===== config.mk =====
export PLATFORM = sky130hd
export DESIGN_NAME = cfu_cmd_initiator_flat
export DESIGN_NICKNAME = d
export VERILOG_FILES = /design/src/rtl/cfu_cmd_initiator_if.sv /design/src/rtl/cfu_cmd_initiator.sv /design/src/flat_wrapper.sv
export SDC_FILE = /design/constraint.sdc
export NUM_CORES = 1
export LEC_CHECK = 0
export ABC_AREA = 0
export BUFFER_PORTS_ARGS = -buffer_cell sky130_fd_sc_hd__buf_2
export CAP_MARGIN = 10
export CORE_UTILIZATION = 47
export CTS_CLUSTER_DIAMETER = 40
export DETAILED_ROUTE_END_ITERATION = 8
export PLACE_DENSITY = 0.67
export SETUP_SLACK_MARGIN = 0.02
export SLEW_MARGIN = 20
export SYNTH_ARGS = -nofsm -noshare
export SYNTH_HDL_FRONTEND = slang
export SYNTH_SLANG_ARGS = --single-unit

===== constraint.sdc =====
create_clock -name clk -period 2.9 [get_ports clk]
set_input_delay 0.145 -clock clk [delete_from_list [all_inputs] [get_ports clk]]
set_output_delay 0.145 -clock clk [all_outputs]
set_load 0.02 [all_outputs]

===== src/rtl/cfu_cmd_initiator_if.sv =====
// Bundle of the host request, CFU command/response and result streams.
// master = initiator side, slave = host + CFU side.
interface cfu_cmd_initiator_if;
  logic        req_valid;
  logic        req_ready;
  logic [9:0]  req_function_id;
  logic [31:0] req_in0;
  logic [31:0] req_in1;
  logic        cmd_valid;
  logic        cmd_ready;
  logic [9:0]  cmd_payload_function_id;
  logic [31:0] cmd_payload_inputs_0;
  logic [31:0] cmd_payload_inputs_1;
  logic        rsp_valid;
  logic        rsp_ready;
  logic [31:0] rsp_payload_outputs_0;
  logic        res_valid;
  logic        res_ready;
  logic [31:0] res_data;
  logic        res_err;

  modport master (
    input  req_valid, req_function_id, req_in0, req_in1,
    output req_ready,
    output cmd_valid, cmd_payload_function_id,
    output cmd_payload_inputs_0, cmd_payload_inputs_1,
    input  cmd_ready,
    input  rsp_valid, rsp_payload_outputs_0,
    output rsp_ready,
    output res_valid, res_data, res_err,
    input  res_ready
  );

  modport slave (
    output req_valid, req_function_id, req_in0, req_in1,
    input  req_ready,
    input  cmd_valid, cmd_payload_function_id,
    input  cmd_payload_inputs_0, cmd_payload_inputs_1,
    output cmd_ready,
    output rsp_valid, rsp_payload_outputs_0,
    input  rsp_ready,
    input  res_valid, res_data, res_err,
    output res_ready
  );
endinterface


===== src/rtl/cfu_cmd_initiator.sv =====
// CFU command initiator: request FIFO plus a one-outstanding
// issue/wait/return FSM with response timeout.
module cfu_cmd_initiator #(
  parameter int          DEPTH    = 4,
  parameter int          TIMEOUT  = 64,
  parameter logic [31:0] ERR_DATA = 32'hFFFF_FFFF
) (
  input  logic                 clk,
  input  logic                 reset_n,
  cfu_cmd_initiator_if.master  bus,
  output logic                 busy,
  output logic [15:0]          done_count
);

  localparam int PW = $clog2(DEPTH);
  localparam int CW = PW + 1;
  localparam int TW = $clog2(TIMEOUT);
  localparam int EW = 74;

  typedef enum logic [1:0] {
    IDLE,
    ISSUE,
    WAIT,
    DONE
  } state_t;

  state_t state_q, state_d;

  logic [EW-1:0] mem_q [DEPTH];
  logic [PW-1:0] wr_ptr_q;
  logic [PW-1:0] rd_ptr_q;
  logic [CW-1:0] count_q;
  logic          avail_q;
  logic          full;
  logic          push;
  logic          pop;
  logic [EW-1:0] head;

  logic          cmd_valid_q, cmd_valid_d;
  logic [9:0]    fid_q, fid_d;
  logic [31:0]   in0_q, in0_d;
  logic [31:0]   in1_q, in1_d;
  logic          rsp_ready_q, rsp_ready_d;
  logic          res_valid_q, res_valid_d;
  logic [31:0]   res_data_q, res_data_d;
  logic          res_err_q, res_err_d;
  logic [TW-1:0] timer_q, timer_d;
  logic [15:0]   done_q, done_d;

  assign full = (count_q == CW'(DEPTH));
  assign push = bus.req_valid && !full;
  assign head = mem_q[rd_ptr_q];

  // FIFO storage, pointers, occupancy; avail_q lags the count by
  // one cycle so a fresh entry spends one cycle in the FIFO.
  always_ff @(posedge clk or negedge reset_n) begin
    if (!reset_n) begin
      for (int i = 0; i < DEPTH; i++) mem_q[i] <= '0;
      wr_ptr_q <= '0;
      rd_ptr_q <= '0;
      count_q  <= '0;
      avail_q  <= 1'b0;
    end else begin
      avail_q <= (count_q != '0);
      if (push) begin
        mem_q[wr_ptr_q] <= {bus.req_function_id, bus.req_in0,
                            bus.req_in1};
        wr_ptr_q <= wr_ptr_q + PW'(1);
      end
      if (pop) rd_ptr_q <= rd_ptr_q + PW'(1);
      unique case ({push, pop})
        2'b10:   count_q <= count_q + CW'(1);
        2'b01:   count_q <= count_q - CW'(1);
        default: count_q <= count_q;
      endcase
    end
  end

  // Next state and next register values for the job FSM.
  always_comb begin
    state_d     = state_q;
    cmd_valid_d = cmd_valid_q;
    fid_d       = fid_q;
    in0_d       = in0_q;
    in1_d       = in1_q;
    rsp_ready_d = rsp_ready_q;
    res_valid_d = res_valid_q;
    res_data_d  = res_data_q;
    res_err_d   = res_err_q;
    timer_d     = timer_q;
    done_d      = done_q;
    pop         = 1'b0;
    unique case (state_q)
      IDLE: begin
        if (avail_q && count_q != '0) begin
          pop         = 1'b1;
          fid_d       = head[73:64];
          in0_d       = head[63:32];
          in1_d       = head[31:0];
          cmd_valid_d = 1'b1;
          state_d     = ISSUE;
        end
      end
      ISSUE: begin
        if (cmd_valid_q && bus.cmd_ready) begin
          cmd_valid_d = 1'b0;
          rsp_ready_d = 1'b1;
          timer_d     = '0;
          state_d     = WAIT;
        end
      end
      WAIT: begin
        timer_d = timer_q + TW'(1);
        if (bus.rsp_valid) begin
          res_data_d  = bus.rsp_payload_outputs_0;
          res_err_d   = 1'b0;
          res_valid_d = 1'b1;
          rsp_ready_d = 1'b0;
          state_d     = DONE;
        end else if (timer_q == TW'(TIMEOUT - 1)) begin
          res_data_d  = ERR_DATA;
          res_err_d   = 1'b1;
          res_valid_d = 1'b1;
          rsp_ready_d = 1'b0;
          state_d     = DONE;
        end
      end
      DONE: begin
        if (res_valid_q && bus.res_ready) begin
          res_valid_d = 1'b0;
          res_err_d   = 1'b0;
          done_d      = done_q + 16'd1;
          state_d     = IDLE;
        end
      end
      default: state_d = IDLE;
    endcase
  end

  // FSM and output registers.
  always_ff @(posedge clk or negedge reset_n) begin
    if (!reset_n) begin
      state_q     <= IDLE;
      cmd_valid_q <= 1'b0;
      fid_q       <= '0;
      in0_q       <= '0;
      in1_q       <= '0;
      rsp_ready_q <= 1'b0;
      res_valid_q <= 1'b0;
      res_data_q  <= '0;
      res_err_q   <= 1'b0;
      timer_q     <= '0;
      done_q      <= '0;
    end else begin
      state_q     <= state_d;
      cmd_valid_q <= cmd_valid_d;
      fid_q       <= fid_d;
      in0_q       <= in0_d;
      in1_q       <= in1_d;
      rsp_ready_q <= rsp_ready_d;
      res_valid_q <= res_valid_d;
      res_data_q  <= res_data_d;
      res_err_q   <= res_err_d;
      timer_q     <= timer_d;
      done_q      <= done_d;
    end
  end

  assign bus.req_ready               = !full;
  assign bus.cmd_valid               = cmd_valid_q;
  assign bus.cmd_payload_function_id = fid_q;
  assign bus.cmd_payload_inputs_0    = in0_q;
  assign bus.cmd_payload_inputs_1    = in1_q;
  assign bus.rsp_ready               = rsp_ready_q;
  assign bus.res_valid               = res_valid_q;
  assign bus.res_data                = res_data_q;
  assign bus.res_err                 = res_err_q;
  assign busy       = (state_q != IDLE) || (count_q != '0);
  assign done_count = done_q;

endmodule

===== src/flat_wrapper.sv =====
// flat-port wrapper written by rule: the top's interface ports become plain ports
module cfu_cmd_initiator_flat 
#(
  parameter int          DEPTH    = 4,
  parameter int          TIMEOUT  = 64,
  parameter logic [31:0] ERR_DATA = 32'hFFFF_FFFF
)
  (clk, reset_n, busy, done_count, bus_req_valid, bus_req_function_id, bus_req_in0, bus_req_in1, bus_req_ready, bus_cmd_valid, bus_cmd_payload_function_id, bus_cmd_payload_inputs_0, bus_cmd_payload_inputs_1, bus_cmd_ready, bus_rsp_valid, bus_rsp_payload_outputs_0, bus_rsp_ready, bus_res_valid, bus_res_data, bus_res_err, bus_res_ready);
  cfu_cmd_initiator_if bus_i ();
  input  logic clk;
  input  logic reset_n;
  output logic busy;
  output logic [15:0] done_count;
  input wire logic [$bits(bus_i.req_valid)-1:0] bus_req_valid;
  input wire logic [$bits(bus_i.req_function_id)-1:0] bus_req_function_id;
  input wire logic [$bits(bus_i.req_in0)-1:0] bus_req_in0;
  input wire logic [$bits(bus_i.req_in1)-1:0] bus_req_in1;
  output wire logic [$bits(bus_i.req_ready)-1:0] bus_req_ready;
  output wire logic [$bits(bus_i.cmd_valid)-1:0] bus_cmd_valid;
  output wire logic [$bits(bus_i.cmd_payload_function_id)-1:0] bus_cmd_payload_function_id;
  output wire logic [$bits(bus_i.cmd_payload_inputs_0)-1:0] bus_cmd_payload_inputs_0;
  output wire logic [$bits(bus_i.cmd_payload_inputs_1)-1:0] bus_cmd_payload_inputs_1;
  input wire logic [$bits(bus_i.cmd_ready)-1:0] bus_cmd_ready;
  input wire logic [$bits(bus_i.rsp_valid)-1:0] bus_rsp_valid;
  input wire logic [$bits(bus_i.rsp_payload_outputs_0)-1:0] bus_rsp_payload_outputs_0;
  output wire logic [$bits(bus_i.rsp_ready)-1:0] bus_rsp_ready;
  output wire logic [$bits(bus_i.res_valid)-1:0] bus_res_valid;
  output wire logic [$bits(bus_i.res_data)-1:0] bus_res_data;
  output wire logic [$bits(bus_i.res_err)-1:0] bus_res_err;
  input wire logic [$bits(bus_i.res_ready)-1:0] bus_res_ready;
  assign bus_i.req_valid = bus_req_valid;
  assign bus_i.req_function_id = bus_req_function_id;
  assign bus_i.req_in0 = bus_req_in0;
  assign bus_i.req_in1 = bus_req_in1;
  assign bus_req_ready = bus_i.req_ready;
  assign bus_cmd_valid = bus_i.cmd_valid;
  assign bus_cmd_payload_function_id = bus_i.cmd_payload_function_id;
  assign bus_cmd_payload_inputs_0 = bus_i.cmd_payload_inputs_0;
  assign bus_cmd_payload_inputs_1 = bus_i.cmd_payload_inputs_1;
  assign bus_i.cmd_ready = bus_cmd_ready;
  assign bus_i.rsp_valid = bus_rsp_valid;
  assign bus_i.rsp_payload_outputs_0 = bus_rsp_payload_outputs_0;
  assign bus_rsp_ready = bus_i.rsp_ready;
  assign bus_res_valid = bus_i.res_valid;
  assign bus_res_data = bus_i.res_data;
  assign bus_res_err = bus_i.res_err;
  assign bus_i.res_ready = bus_res_ready;
  cfu_cmd_initiator #(.DEPTH(DEPTH), .TIMEOUT(TIMEOUT), .ERR_DATA(ERR_DATA)) u_core (.clk(clk), .reset_n(reset_n), .bus(bus_i), .busy(busy), .done_count(done_count));
endmodule

==> impl_metrics.env, run 1 <==
export IMPL_clk_pin_slew_ns=0.06
export IMPL_cts_resized=0
export IMPL_grt_pass1_wl_um=68100
export IMPL_grt_total_usage_pct=21.1
export IMPL_cp_slowest_cell="buf_4"
export IMPL_place_gp_congestion=0.774
export IMPL_layout_drive_gt1_share_pct=43.9
export IMPL_cts_buffer_depth=3
export IMPL_syn_cell_area_sq_um=18600
export IMPL_synth_edf_count=0
export IMPL_routed_via_count=11600
export IMPL_initial_utilization_pct=47.9
export IMPL_status="complete, no violations"
export IMPL_hpwl_um=24300
export IMPL_numPortBuffers=239
export IMPL_dieHeight_um=201
export IMPL_core_sq_um=38800
export IMPL_post_route_drc_count=0
export IMPL_cp_data_arrival_time_ns=2.61
export IMPL_fp_row_count=72
export IMPL_hold_viol_final=0
export IMPL_fp_dieW_um=201
export IMPL_r2r_start="u_core.state_q[0]$_DFFE_PN0P_"
export IMPL_wire_per_inst_um=18.5
export IMPL_yosys_warnings=0
export IMPL_hold_path_class="input pin to async pin"
export IMPL_synthDistinctLibCells=47
export IMPL_routed_wl_um=40900
export IMPL_crit_start="u_core.state_q[0]$_DFFE_PN0P_"
export IMPL_path_cells="inv_1, ha_1, nand3_4, inv_2, buf_4, nand2_1, xnor2_1"
export IMPL_dp_slack_ns=0.714
export IMPL_rrSetupSlack_ns=0.74
export IMPL_worst_slew_pin_slew_ns=1.01
export IMPL_r2r_end="u_core.rd_ptr_q[1]$_DFFE_PN0P_"
export IMPL_maxCapViolations=0
export IMPL_ios=240
export IMPL_drtIter0Drc=531
export IMPL_finClkSkew_ns=0.0259
export IMPL_syn_nets=1406
export IMPL_overflow=0
export IMPL_post_route_min_period_ns=2.16
export IMPL_final_nets=1771
export IMPL_critPathKind="flip-flop to flip-flop"
export IMPL_antenna_found_initial=1
export IMPL_slew_violations=0
export IMPL_tritoncts="done"
export IMPL_ant_nets=0
export IMPL_post_route_util_pct=60.6
export IMPL_synth_avg_cell_area_sq_um=14.5
export IMPL_ys_flop_type="dfrtp_1"
export IMPL_postSynthRegisterBits=438
export IMPL_ff2ff_path_depth=7
export IMPL_timing_final_ws_setup_ns=0.735
export IMPL_slew_headroom_pct=32.9
export IMPL_peakVddDrop_uv=716
export IMPL_max_stage_delay_ns=0.77
export IMPL_htree_levels=2
export IMPL_required_ns=3.35
export IMPL_clk_latency_ns=0.60
export IMPL_fin_area_sq_um=23500
export IMPL_drtPass1Iterations=4
export IMPL_syn2layout_area_growth_pct=26.6
export IMPL_power_leakage_nw=10.8
export IMPL_die_area_sq_um=40300
export IMPL_rsz0062_at_grt="no"
export IMPL_seq_area_frac_synth_pct=59.0
export IMPL_p_per_area_nw_per_um2=1200
export IMPL_first_global_vias=12600
export IMPL_clock_fmax_ghz=0.462
export IMPL_fin_tns_setup_ns=0
export IMPL_clk_root_buffer_cell="clkbuf_16"
export IMPL_critPathMaxFanout=76
export IMPL_cts_buffers=58
export IMPL_start_kind="flip-flop"
export IMPL_synth_cells=1281
export IMPL_endpoint_kind="flip-flop"
export IMPL_async_flop_share_pct=100
export IMPL_placed_area_sq_um=20400
export IMPL_final_setup_viol_count=0
export IMPL_vias_per_cell=5.24
export IMPL_grt_max_degree=101
export IMPL_cts_sinks=438
export IMPL_timing_final_crit_share_pct=74.7
-- Yosys cell counts (2+ instances only) --
| cell | instances | share of area (%) |
|---|---|---|
| a22o_1 | 3 | 0.14 |
| o22a_1 | 32 | 1.5 |
| ha_1 | 12 | 0.81 |
| a21boi_0 | 4 | 0.16 |
| a31oi_1 | 2 | 0.067 |
| nand3_1 | 9 | 0.24 |
| o21ai_0 | 12 | 0.32 |
| nor2_1 | 12 | 0.24 |
| buf_6 | 24 | 1.5 |
| and3_1 | 2 | 0.067 |
| mux2_1 | 19 | 1.2 |
| inv_1 | 12 | 0.24 |
| or4_4 | 2 | 0.12 |
| mux2i_1 | 2 | 0.11 |
| mux2_2 | 278 | 17 |
| nand2_1 | 245 | 4.9 |
| buf_2 | 22 | 0.59 |
| xnor2_1 | 14 | 0.66 |
| mux4_2 | 74 | 9.0 |
| buf_1 | 3 | 0.061 |
| xor2_1 | 7 | 0.33 |
| nand4_1 | 5 | 0.17 |
| clkbuf_1 | 17 | 0.34 |
| nand2b_1 | 2 | 0.067 |
| dfrtp_1 | 438 | 59 |
| clkbuf_4 | 2 | 0.081 |
| buf_4 | 7 | 0.28 |
-- sequential cells by signal, summed over array words and instances, names as in the netlist --
signal	count
u_core.bus.rsp_ready	1
u_core.timer_q	6
u_core.bus.cmd_payload_inputs_1	32
u_core.bus.cmd_valid	1
u_core.bus.res_data	32
u_core.state_q	2
u_core.mem_q	296
u_core.avail_q	1
u_core.wr_ptr_q	2
u_core.done_count	16
u_core.bus.res_valid	1
u_core.bus.cmd_payload_function_id	10
u_core.rd_ptr_q	2
u_core.bus.cmd_payload_inputs_0	32
u_core.bus.res_err	1
u_core.count_q	3
-- through the flow --
| stage | power, mW | instances | hold WS [ns] |
|---|---|---|---|
| floorplan | 18.2 | 1281 | -0.151 |
| global placement | 20.7 | 1993 | 0.265 |
| detailed placement | 21.1 | 1993 | 0.282 |
| CTS | 28.7 | 2210 | 0.238 |
| global route | 30.1 | 2210 | 0.299 |
| finish | 28.3 | 2211 | 0.210 |
-- power by group --
part	leakage, nW	internal [mW]	switching [mW]
registers	5.25	9.12	1.63
logic	4.61	5.37	4.95
clock network	0.991	4.47	2.80
-- worst max-delay path: cells and delay by family, from the launching register on --
kind	cells	cell delay (ns)
fa+ha+maj	1	0.24
flops	1	0.41
buf+inv	3	0.96
simple gates	2	0.24
xor+xnor	1	0.16
-- kinds of logic after synthesis --
logic type	after synthesis	share of synthesized area, %
adder cells (fa/ha/maj)	13	0.916
multiplexers	374	27.2
buffers and inverters	88	3.08
AO/OA/AOI/OAI	59	2.53
AND/OR/NAND/NOR	288	6.36
XOR/XNOR	21	0.990
flip-flops	438	59.0
-- worst max path at each step --
| stage | endpoint | cells past startpoint |
|---|---|---|
| 6_report | u_core.rd_ptr_q[1]$_DFFE_PN0P_ | 7 |
| 5_1_grt | u_core.rd_ptr_q[1]$_DFFE_PN0P_ | 7 |
| 4_1_cts | u_core.rd_ptr_q[1]$_DFFE_PN0P_ | 7 |
| 3_5_place_dp | u_core.rd_ptr_q[1]$_DFFE_PN0P_ | 7 |
| 3_3_place_gp | u_core.bus.res_data[14]$_DFFE_PN0P_ | 5 |
| 2_1_floorplan | u_core.count_q[2]$_DFFE_PN0P_ | 11 |
-- layer usage --
layer	track usage, %	wire, um	vias to the layer above
li1	-	-	5271
met1	28.4	18200	6005
met2	35.0	20100	257
met3	4.79	1990	48
met4	4.99	566	0
met5	0	0	-
-- area by class of cell --
class,count,area (sq um)
clock buffer,71,1620
fill,3012,15300
timing repair buffer,380,2760
multi-input combinational,755,7100
sequential,438,11000
clock inverter,35,390
inverter,13,48.8
tap,518,648
antenna,1,2.50
-- cell usage in the layout, fill, tap and decap left out, types with 2 or more instances in the layout --
cell / netlist / layout
dfrtp_1: 438 / 436
mux2_2: 278 / 278
nand2_1: 245 / 241
buf_2: 22 / 238
dlygate4sd3_1: 0 / 111
mux4_2: 74 / 74
clkbuf_16: 0 / 59
o22a_1: 32 / 32
mux2_1: 19 / 19
buf_12: 0 / 17
xnor2_1: 14 / 14
buf_4: 7 / 13
inv_1: 12 / 12
nor2_1: 12 / 12
o21ai_0: 12 / 12
ha_1: 12 / 12
clkbuf_8: 0 / 10
nand3_1: 9 / 8
clkinv_2: 0 / 8
xor2_1: 7 / 7
inv_6: 0 / 7
clkinv_4: 0 / 6
nand4_1: 5 / 5
bufinv_16: 0 / 5
inv_8: 0 / 5
nand2_4: 0 / 4
a21boi_0: 4 / 4
clkinvlp_4: 0 / 4
a22o_1: 3 / 3
and3_1: 2 / 2
mux2i_1: 2 / 2
nand2b_1: 2 / 2
a31oi_1: 2 / 2
or4_4: 2 / 2
clkbuf_1: 17 / 2
dfrtp_4: 0 / 2
-- repair_timing --
item | in CTS | in global routing
hold buffers | 111 | 0
endpoints found under the hold margin | 425 | 0
buffers inserted | 0 | 0
Power figures use the tool's default switching activity.
==> inputs of run 2 (changes only) <==
==> constraint.sdc (replaced) <==
create_clock -name clk -period 2.2 [get_ports clk]
set_input_delay 0.11 -clock clk [delete_from_list [all_inputs] [get_ports clk]]
set_output_delay 0.11 -clock clk [all_outputs]
set_load 0.02 [all_outputs]
==> impl_metrics.env, run 2 (synthesized netlist as in run 1, its figures left out) <==
export IMPL_status="complete, no violations"
export IMPL_critPathMaxFanout=4
export IMPL_first_global_vias=12700
export IMPL_placed_area_sq_um=20600
export IMPL_fin_area_sq_um=24000
export IMPL_antenna_cells=0
export IMPL_cts_sinks=438
export IMPL_mostFrequentLayoutCell="dfrtp_1"
export IMPL_grt_max_degree=80
export IMPL_core_sq_um=38800
export IMPL_final_setup_viol_count=0
export IMPL_drtPass1Iterations=4
export IMPL_routed_via_count=11800
export IMPL_drtIter0Drc=528
export IMPL_hold_path_class="input pin to async pin"
export IMPL_hold_viol_final=0
export IMPL_wire_per_inst_um=18.6
export IMPL_die_area_sq_um=40300
export IMPL_slew_violations=0
export IMPL_cts_buffer_depth=3
export IMPL_cts_setup_buffers=0
export IMPL_topRoutingLayerUsed="met4"
export IMPL_r2r_start="u_core.count_q[1]$_DFFE_PN0P_"
export IMPL_final_nets=1792
export IMPL_required_ns=2.63
export IMPL_overflow=0
export IMPL_routed_wl_um=41700
export IMPL_power_mw=38.9
export IMPL_path_cells="or3_1, nand3_4, inv_2, ha_1, inv_1, fa_1, xor2_1, nor2_1, xor2_1"
export IMPL_cp_data_arrival_time_ns=2.43
export IMPL_whs_ns=0.0975
export IMPL_fp_dieW_um=201
export IMPL_ff2ff_path_depth=9
export IMPL_vias_per_cell=5.26
export IMPL_r2r_end="u_core.count_q[2]$_DFFE_PN0P_"
export IMPL_wl_met1_um=18700
export IMPL_rsz0062_at_grt="no"
export IMPL_path_depth=9
export IMPL_tritoncts="done"
export IMPL_htree_levels=3
export IMPL_antenna_found_initial=0
export IMPL_slew_headroom_pct=51.7
export IMPL_peakVddDrop_uv=883
export IMPL_final_cell_mix="dfrtp_1 (436), mux2_2 (278), nand2_1 (241)"
export IMPL_clk_latency_ns=0.56
export IMPL_wl_met3_um=1900
export IMPL_rrSetupSlack_ns=0.20
export IMPL_regMostFlops="u_core.mem_q"
export IMPL_ant_nets=0
export IMPL_dieHeight_um=201
export IMPL_cp_common_cell="xor2_1"
export IMPL_route_met2_wl_um=20500
export IMPL_post_route_min_period_ns=2.00
export IMPL_largest_reg_flops=296
export IMPL_timing_final_crit_share_pct=90.8
export IMPL_endpoint_kind="flip-flop"
export IMPL_cp_slowest_cell="or3_1"
export IMPL_cp_endpoint="u_core.count_q[2]$_DFFE_PN0P_"
export IMPL_clock_fmax_ghz=0.500
export IMPL_place_gp_congestion=0.759
export IMPL_critPathBufInv=2
export IMPL_power_leakage_nw=11.1
export IMPL_p_per_area_nw_per_um2=1620
export IMPL_initial_utilization_pct=47.9
export IMPL_hpwl_um=24700
export IMPL_start_kind="flip-flop"
export IMPL_post_route_drc_count=0
export IMPL_cts_buffers=66
export IMPL_critPathKind="flip-flop to flip-flop"
export IMPL_crit_start="u_core.count_q[1]$_DFFE_PN0P_"
export IMPL_max_stage_delay_ns=0.46
export IMPL_layout_drive_gt1_share_pct=44.8
export IMPL_clk_pin_slew_ns=0.05
export IMPL_grt_pass1_wl_um=69000
export IMPL_maxCapViolations=0
export IMPL_worst_slew_pin_slew_ns=0.723
export IMPL_finClkSkew_ns=0.0186
export IMPL_fin_tns_setup_ns=0
export IMPL_clk_root_buffer_cell="clkbuf_16"
export IMPL_fp_row_count=72
export IMPL_syn2layout_area_growth_pct=29.4
export IMPL_grt_total_usage_pct=21.5
export IMPL_numPortBuffers=239
export IMPL_ios=240
export IMPL_crit_family="simple AND/OR/NAND/NOR gates"
[run 2: changes by cell type in the layout (fill, tap and decap cells not counted), sizes merged]
cell,previous run,this run
clkinvlp,4,8
clkbuf,71,84
dlygate4sd3,111,110
diode,1,0
bufinv,5,6
buf,269,283
clkinv,14,9
inv,25,27
[run 2: report_power, final]
part / switching [mW] / internal [mW]
combinational: 6.60 / 7.31
clock: 3.86 / 6.93
sequential: 2.19 / 12.0
total: 12.6 / 26.3
[run 2: metal layers]
layer  global-route usage, %  up-vias
li1                        -     5364
met1                    28.9     6100
met2                    35.5      256
met3                    4.69       46
met4                    5.64        0
met5                       0        -
[run 2: worst min path at each step]
stage | end | slack [ns] | cells past startpoint
floorplan | u_core.avail_q$_DFF_PN0_ | -0.19 | 0
global placement | u_core.bus.cmd_payload_inputs_1[7]$_DFFE_PN0P_ | 0.09 | 1
detailed placement | u_core.bus.cmd_payload_inputs_1[7]$_DFFE_PN0P_ | 0.09 | 1
CTS | u_core.bus.cmd_payload_inputs_1[7]$_DFFE_PN0P_ | 0.1 | 2
global route | u_core.bus.cmd_payload_inputs_1[7]$_DFFE_PN0P_ | 0.12 | 2
finish | u_core.bus.cmd_payload_inputs_1[7]$_DFFE_PN0P_ | 0.1 | 2
[run 2: cell type report]
type,count,area [sq um]
clock buffer,84,1910
clock inverter,37,425
fill,2942,14800
inverter,13,48.8
multi-input combinational,755,7120
sequential,438,11000
tap,518,648
timing repair buffer,393,2940
[run 2: per-stage QoR]
stage               cells  util, %  worst slack, ns
floorplan            1281        -           0.0712
global placement     2007     53.1           0.0726
detailed placement   2007     53.1            0.113
CTS                  2238     61.9           0.0796
global route         2238     61.9           0.0381
finish               2238     61.9            0.202
[run 2: timing repair]
item,4_1_cts,5_1_grt
hold endpoints to repair,687,0
hold buffers,110,0
endpoints found under the setup margin,0,1
gates resized for setup,0,4
[run 2: worst register-to-register path, cell delays in order (launching register included)]
cell and delay (ns):
dfrtp_1 0.40, or3_1 0.46, nand3_4 0.14, inv_2 0.06, ha_1 0.22, inv_1 0.07, fa_1 0.17, xor2_1 0.16
nor2_1 0.07, xor2_1 0.14
==> inputs of run 3 (changes only) <==
==> constraint.sdc (replaced) <==
create_clock -name clk -period 2.2 [get_ports clk]
set_input_delay 0.22 -clock clk [delete_from_list [all_inputs] [get_ports clk]]
set_output_delay 0.22 -clock clk [all_outputs]
set_load 0.02 [all_outputs]
==> impl_metrics.env, run 3 (synthesized netlist as in run 1, its figures left out) <==
export IMPL_cts_buffers=66
export IMPL_routed_via_count=11700
export IMPL_grt_max_degree=77
export IMPL_clock_fmax_ghz=0.480
export IMPL_hold_path_class="input pin to flip-flop"
export IMPL_place_gp_congestion=0.752
export IMPL_fp_dieW_um=201
export IMPL_clk_pin_slew_ns=0.05
export IMPL_tritoncts="done"
export IMPL_vias_per_cell=5.25
export IMPL_rsz0062_at_grt="no"
export IMPL_slew_headroom_pct=51.6
export IMPL_regMostFlops="u_core.mem_q"
export IMPL_status="complete, no violations"
export IMPL_clk_latency_ns=0.58
export IMPL_layout_drive_gt1_share_pct=44.4
export IMPL_hold_viol_final=0
export IMPL_fin_tns_setup_ns=0
export IMPL_slew_violations=0
export IMPL_final_setup_viol_count=0
export IMPL_post_route_util_pct=61.3
export IMPL_maxCapViolations=0
export IMPL_antenna_found_initial=1
export IMPL_grt_pass1_wl_um=68400
export IMPL_critPathKind="flip-flop to flip-flop"
export IMPL_mostFrequentLayoutCell="dfrtp_1"
export IMPL_required_ns=2.69
export IMPL_htree_levels=3
export IMPL_clk_root_buffer_cell="clkbuf_16"
export IMPL_path_cells="inv_1, ha_4, nand3_4, inv_2, ha_1, inv_1, fa_1, xor2_1, nor2_1, xor2_1"
export IMPL_final_cell_mix="dfrtp_1 (436), mux2_2 (278), nand2_1 (241)"
export IMPL_syn2layout_area_growth_pct=28.1
export IMPL_post_route_drc_count=0
export IMPL_wire_per_inst_um=18.5
export IMPL_peakVddDrop_uv=808
export IMPL_p_per_area_nw_per_um2=1600
export IMPL_initial_utilization_pct=47.9
export IMPL_grt_total_usage_pct=21.3
export IMPL_ant_nets=0
export IMPL_core_sq_um=38800
export IMPL_numPortBuffers=239
export IMPL_first_global_vias=12700
export IMPL_overflow=0
export IMPL_hpwl_um=23900
export IMPL_cp_data_arrival_time_ns=2.57
export IMPL_post_route_min_period_ns=2.08
export IMPL_cts_buffer_depth=3
export IMPL_timing_final_crit_share_pct=94.8
export IMPL_drtPass1Iterations=4
export IMPL_ios=240
export IMPL_final_nets=1783
export IMPL_max_stage_delay_ns=0.41
export IMPL_start_kind="flip-flop"
export IMPL_finClkSkew_ns=0.0180
export IMPL_fp_row_count=72
export IMPL_cts_setup_buffers=0
export IMPL_worst_slew_pin_slew_ns=0.724
export IMPL_largest_reg_flops=296
export IMPL_cp_slowest_cell="dfrtp_1"
export IMPL_power_leakage_nw=11.0
export IMPL_cts_sinks=438
export IMPL_drtIter0Drc=507
export IMPL_dieHeight_um=201
export IMPL_die_area_sq_um=40300
export IMPL_endpoint_kind="flip-flop"
export IMPL_routed_wl_um=41300
export IMPL_critPathMaxFanout=4
==> run 3: changes by cell type in the layout (fill, tap and decap cells not counted), sizes merged <==
cell,delta
buf,-8
diode,+1
bufinv,-4
clkbuf,-1
inv,-1
dlygate4sd3,-1
clkinv,+6
==> run 3: critical path, delay by kind of cell (launching register included) <==
kind                       cells  cell delay, ns
xor gates and xnor gates       2            0.32
buffers and inverters          3            0.32
and+or+nand+nor                2            0.20
adders and majority gates      3            0.75
DFF                            1            0.41
==> run 3: report_power, final <==
part / switching (mW) / total (mW) / internal [mW] / leakage [nW]
logic: 6.73 / 14.0 / 7.23 / 4.66
clock network: 3.95 / 10.2 / 6.22 / 1.05
registers: 1.98 / 14.0 / 12.0 / 5.25
==> run 3: through the flow <==
step | worst slack (ns) | instances | cell area (sq um) | power, mW | hold slack (ns)
finish | 0.115 | 2230 | 23800 | 38.2 | 0.0423
global route | 0.0298 | 2230 | 23800 | 40.5 | 0.0976
CTS | 0.0214 | 2229 | 23800 | 38.5 | 0.00473
detailed placement | 0.0546 | 1999 | 20500 | 28.0 | 0.217
global placement | 0.0858 | 1999 | 20500 | 27.4 | 0.220
floorplan | 0.0712 | 1281 | 18600 | 24.0 | -0.0756
==> run 3: area by class of cell <==
type	instances	area (sq um)
fill	2994	15000
antenna	1	2.50
clock inverter	38	369
tap	518	648
clock buffer	83	1820
timing repair buffer	384	2840
sequential	438	11000
multi-input combinational	755	7120
inverter	13	48.8
==> run 3: worst paths after layout <==
check | startpoint | endpoint | slack, ns | cells past startpoint
max in group asynchronous | reset_n | u_core.mem_q[210]$_DFFE_PN0P_ | 1.19 | 3
min in group asynchronous | reset_n | u_core.mem_q[156]$_DFFE_PN0P_ | 0.21 | 2
hold reg to reg | u_core.bus.cmd_payload_inputs_1[17]$_DFFE_PN0P_ | u_core.bus.cmd_payload_inputs_1[17]$_DFFE_PN0P_ | 0.46 | 2
hold / removal | bus_cmd_ready | u_core.bus.cmd_valid$_DFFE_PN0P_ | 0.04 | 4
setup reg to reg | u_core.state_q[1]$_DFFE_PN0P_ | u_core.count_q[2]$_DFFE_PN0P_ | 0.12 | 10
setup / recovery | u_core.state_q[1]$_DFFE_PN0P_ | u_core.count_q[2]$_DFFE_PN0P_ | 0.12 | 10
==> run 3: what timing repair did <==
action,4_1_cts,5_1_grt
resized for setup,0,4
setup endpoints to repair,0,2
hold buffers,109,0
endpoints found under the hold margin,383,0
==> run 3: layer usage <==
metal / GRT usage [%] / vias up / routed length, um
met5: 0 / - / 0
met4: 6.82 / 0 / 722
met3: 4.68 / 55 / 2120
met2: 34.8 / 281 / 20000
met1: 28.5 / 6052 / 18400
li1: - / 5320 / -
